===== src/rtl/rst_sequencer.sv =====
// ============================================================================
//  Module   : rst_sequencer
//  Purpose  : Releases NumStages active-low reset domains in order after a
//             stretch and per-stage gap; supports a soft re-sequence request.
//  Revision : 1.0  initial release
// ============================================================================
`default_nettype none

module rst_sequencer #(
   parameter int NumStages     = 3,
   parameter int StretchCycles = 4,
   parameter int GapCycles     = 2
) (
   input  logic                 clk_i,
   input  logic                 rst_ni,
   input  logic                 soft_rst_req_i,
   output logic                 soft_rst_ack_o,
   output logic [NumStages-1:0] stage_rst_no,
   output logic                 ready_o
);

   localparam int MaxCycles = (StretchCycles > GapCycles) ? StretchCycles : GapCycles;
   localparam int CntW      = $clog2(MaxCycles + 1);
   localparam int IdxW      = $clog2(NumStages + 1);

   if (NumStages < 1) begin : g_chk_stages
      $error("rst_sequencer: NumStages must be >= 1");
   end
   if (StretchCycles < 1) begin : g_chk_stretch
      $error("rst_sequencer: StretchCycles must be >= 1");
   end
   if (GapCycles < 1) begin : g_chk_gap
      $error("rst_sequencer: GapCycles must be >= 1");
   end

   typedef enum logic [1:0] {
      HOLD    = 2'd0,
      RELEASE = 2'd1,
      READY   = 2'd2
   } state_t;

   state_t               state, state_next;
   logic [CntW-1:0]      cnt, cnt_next;
   logic [IdxW-1:0]      idx, idx_next;
   logic [NumStages-1:0] stage_next;
   logic                 ready_next;
   logic                 ack_next;

   always_ff @(posedge clk_i) begin
      if (!rst_ni) begin
         state          <= HOLD;
         cnt            <= '0;
         idx            <= '0;
         stage_rst_no   <= '0;
         ready_o        <= 1'b0;
         soft_rst_ack_o <= 1'b0;
      end else begin
         state          <= state_next;
         cnt            <= cnt_next;
         idx            <= idx_next;
         stage_rst_no   <= stage_next;
         ready_o        <= ready_next;
         soft_rst_ack_o <= ack_next;
      end
   end

   // Outputs are computed here as next-state values so every port comes from a flop.
   always_comb begin
      state_next = state;
      cnt_next   = cnt;
      idx_next   = idx;
      stage_next = stage_rst_no;
      ready_next = 1'b0;
      ack_next   = 1'b0;
      case (state)
         HOLD: begin
            if (cnt == CntW'(StretchCycles - 1)) begin
               stage_next[0] = 1'b1;
               idx_next      = IdxW'(1);
               cnt_next      = '0;
               state_next    = (NumStages == 1) ? READY : RELEASE;
            end else begin
               cnt_next = cnt + CntW'(1);
            end
         end
         RELEASE: begin
            if (cnt == CntW'(GapCycles - 1)) begin
               for (int k = 0; k < NumStages; k++) begin
                  if (idx == IdxW'(k)) stage_next[k] = 1'b1;
               end
               idx_next = idx + IdxW'(1);
               cnt_next = '0;
               if (idx == IdxW'(NumStages - 1)) state_next = READY;
            end else begin
               cnt_next = cnt + CntW'(1);
            end
         end
         READY: begin
            if (soft_rst_req_i) begin
               stage_next = '0;
               ack_next   = 1'b1;
               cnt_next   = '0;
               idx_next   = '0;
               state_next = HOLD;
            end else begin
               ready_next = 1'b1;
            end
         end
         default: begin
            state_next = HOLD;
            cnt_next   = '0;
            idx_next   = '0;
            stage_next = '0;
         end
      endcase
   end

endmodule

`default_nettype wire

===== config.mk =====
export PLATFORM = sky130hd
export DESIGN_NAME = rst_sequencer
export DESIGN_NICKNAME = d
export VERILOG_FILES = /design/src/rtl/rst_sequencer.sv
export SDC_FILE = /design/constraint.sdc
export NUM_CORES = 1
export LEC_CHECK = 0
export CORE_AREA = 3 3 40 42
export DETAILED_ROUTE_END_ITERATION = 8
export DIE_AREA = 0 0 43 45
export GPL_TIMING_DRIVEN = 0
export PLACE_DENSITY = 0.7
export SYNTH_ARGS = -nofsm -noshare
export SYNTH_HDL_FRONTEND = slang
export SYNTH_SLANG_ARGS = --single-unit

===== constraint.sdc =====
create_clock -name clk_i -period 2.09 [get_ports clk_i]
set_input_delay 0.418 -clock clk_i [delete_from_list [all_inputs] [get_ports clk_i]]
set_output_delay 0.418 -clock clk_i [all_outputs]
set_load 0.01 [all_outputs]

==> impl_metrics.yaml <==
yosys:
  synth_simple_gate_area_share_pct: 22.0
  yosysWarnings: 0
  number_of_synthesized_register_bits: 12
  yosys.area_share.xor_xnor_pct: 0
  synth_enable_flop_cells: 0
  synth.cells.most_frequent: "12 x dfxtp_1, 7 x ha_1, 6 x inv_1, 5 x nand2_1, 5 x nand3_1"
  synth_fa_ha_area_share_pct: 14.0
  post_synth_num_cell_types: 29
  synth_async_sr_flop_share_pct: 0
  synth.area.mux_share_pct: 1.60
  post_synth_net_total: 73
  synth_area_um2: 627
  yosys_most_used_dff: "dfxtp_1"
  synth.top_cells.by_area: "dfxtp_1 38%, ha_1 14%, nand3_1 4.0%, inv_1 3.6%, nand2_1 3.0%"
  yosys.area.top_type_share_pct: 38.3
  synth_top_family_by_area: "simple AND/OR/NAND/NOR gates"
  synthesized_area_fraction_occupied_by_ao_oa_aoi_and_oai_cells_pct: 17.6
  postSynthAreaPerCell_um2: 9.95
  synth_largest_area_cell: "dfxtp_1"
  synth_most_common_cell: "dfxtp_1"
  post_synth_inst_count: 63
  yosysSeqAreaShare_pct: 38.3
setup_path:
  regToRegStartpoint: "cnt[0]$_SDFFE_PN0P_"
  crit_path_cell_trace: "clkdlybuf4s50_1"
  worstReg2RegEnd: "idx[1]$_SDFFE_PN0P_"
  crit_path_end_kind: "primary output"
  cp_slowest_cell: "clkdlybuf4s50_1"
  worst_path_largest_cell_delay_ns: 0.53
  criticalPathCategory: "flip-flop to primary output"
  highest_fanout_seen_on_the_critical_path: 2
  critPathTopFamily: "buffers and inverters"
  reg2reg_slack_ns: 0.78
  cp.arrival_ns: 1.13
  worst_setup_path_startpoint: "stage_rst_no[0]$_SDFFE_PN0P_"
  timing.critical_path.buf_inv: 1
  cp.required_ns: 1.67
  setup.worst_path.start_class: "flip-flop"
  timing.reg2reg.worst_path_depth: 5
hold_path:
  worst_hold_startpoint: "stage_rst_no[2]$_SDFFE_PN0P_"
  holdCritPathClass: "flip-flop to flip-flop"
  min_delay_worst_endpoint: "stage_rst_no[2]$_SDFFE_PN0P_"
  hold_depth: 2
layout:
  final-instance-count-excl-fill: 88
  number_of_fill_cells: 119
  syn_to_final_growth_pct: 17.8
  utilization_pct: 57.4
  drive_gt1_share_pct: 13.7
  num_antenna_cells: 0
  finish.net_count: 85
  final_cell_area_um2: 738
power_and_ir_drop:
  p_leak_nw: 0.318
  power_report.internal_total_uw: 350
  net-switching-power_uw: 122
  power.total_uw: 472
  clkPwrFrac_pct: 29.0
  peakVddDrop_mv: 0.402
  powerDensity_nw_per_um2: 639
  sequentialPowerShare_pct: 54.3
  sw_frac_of_total_pct: 25.9
  p_comb_share_pct: 16.7
clock_network:
  max-clock-path-buffers: 2
  post_cts.repair.setup_buffers: 0
  cts_hold_repair.buffers: 0
  tritoncts: "yes"
  cts.sinks: 12
  clock_insertion_delay_worst_skew_ns: 0.26
  path_clk_slew_ns: 0.07
  cts-buffers-inserted: 3
  htree_num_levels: 1
  cts_root_buffer: "clkbuf_4"
  post_cts_resized: 0
timing:
  slew_viol_final: 0
  hold_viol: 0
  timing_worst_slew_pin_value_ns: 0.244
  timing.final.crit_share_pct: 74.2
  final.hold.worst_slack_ns: 0.459
  setup_total_negative_slack_ns: 0
  grt_setup_unrepaired: "false"
  finish_stage_setup_viols: 0
  fin_crit_ns: 1.55
  timing.fmax_mhz: 645
  worst_setup_slack_final_ns: 0.539
  clock_tree_skew_after_final_layout_ns: 0.00314
  maxSlewHeadroom_pct: 83.7
grt:
  globalRouteOverflowTotal: 0
  grt_pass1_wl_um: 2010
  first_global_vias: 453
  grt.total_usage_pct: 13.9
  number_of_antenna_violations_at_the_first_check_in_global_routing: 0
  grt_max_degree: 11
route:
  drtIter0Drc: 6
  num_vias: 460
  route.detailed.vias_per_inst: 5.23
  route.detailed.drc: 0
  ant_nets: 0
  wl_per_cell_um: 11.8
  postRouteWirelength_um: 1040
  detail_route.first_pass.iterations: 4
floorplanning:
  initial_cell_density_of_the_core_pct: 48.8
  core-area_um2: 1280
  die_y_um: 45
  rows: 13
  io_pins: 8
  die_area_um2: 1940
  die-width_um: 43
place:
  area_of_placed_instances_um2: 716
  place.gp.congestion: 0.723
  io_buffer_count: 7
  placement.setup.worst_slack_ns: 0.512
  total_placed_cells_including_tap_cells: 85
  dpl.hpwl_um: 797
run:
  max-cap-violations: 0
status:
  run_status: "complete, no violations"
==> state kept, by name, indices dropped and copies added (netlist names) <==
name            count
cnt                 3
stage_rst_no        3
state               2
idx                 2
ready_o             1
soft_rst_ack_o      1
==> power groups by stage <==
stage / logic [mW] / clock network, mW / registers (mW)
final: 0.0788 / 0.137 / 0.256
after global routing: 0.0932 / 0.151 / 0.259
after CTS: 0.0798 / 0.140 / 0.256
after detailed placement: 0.0795 / 0 / 0.261
after global placement: 0.0777 / 0 / 0.260
after floorplan: 0.0571 / 0 / 0.259
==> layout by cell type (no fill, tap or decap), drive strengths merged, types with 2 or more instances in the layout <==
master          n
a21oi           3
nand2           6
dfxtp          12
nor2b           2
clkbuf          3
ha              7
nand3           5
nand2b          2
clkdlybuf4s50   7
inv             6
o21ai           4
buf             2
==> kinds of logic after synthesis <==
logic type | after synthesis
simple gates | 21
compound gates | 14
flops | 12
buf+inv | 8
fa+ha+maj | 7
mux | 1
==> layout make-up <==
class	count	area [µm²]	area share, %
multi-input combinational	43	345	46.8
sequential	12	240	32.5
timing repair buffer	7	70.1	9.49
clock buffer	3	22.5	3.05
inverter	6	22.5	3.05
buffer	2	18.8	2.54
tap	15	18.8	2.54
==> worst max-delay path by stage <==
stage,endpoint,slack [ns],cells after the start
2_1_floorplan,cnt[2]$_SDFFE_PN0P_,0.88,4
3_3_place_gp,cnt[0]$_SDFFE_PN0P_,0.51,4
3_5_place_dp,cnt[0]$_SDFFE_PN0P_,0.51,4
4_1_cts,stage_rst_no[0],0.53,1
5_1_grt,stage_rst_no[0],0.50,1
6_report,stage_rst_no[0],0.54,1
==> metal layers <==
layer	vias up	part of all wire, %	global-route usage [%]
li1	241	-	-
met4	0	1.8	10.8
met3	2	4.3	2.39
met5	-	0	0
met1	207	50	18.1
met2	10	44	20.4
==> tightest hold or removal path, cell delays in order, from the launching register on <==
cell and delay, ns:
dfxtp_1 0.31, nand3_1 0.06, nand2_1 0.05
No activity file was read; power rests on OpenSTA's default activity.
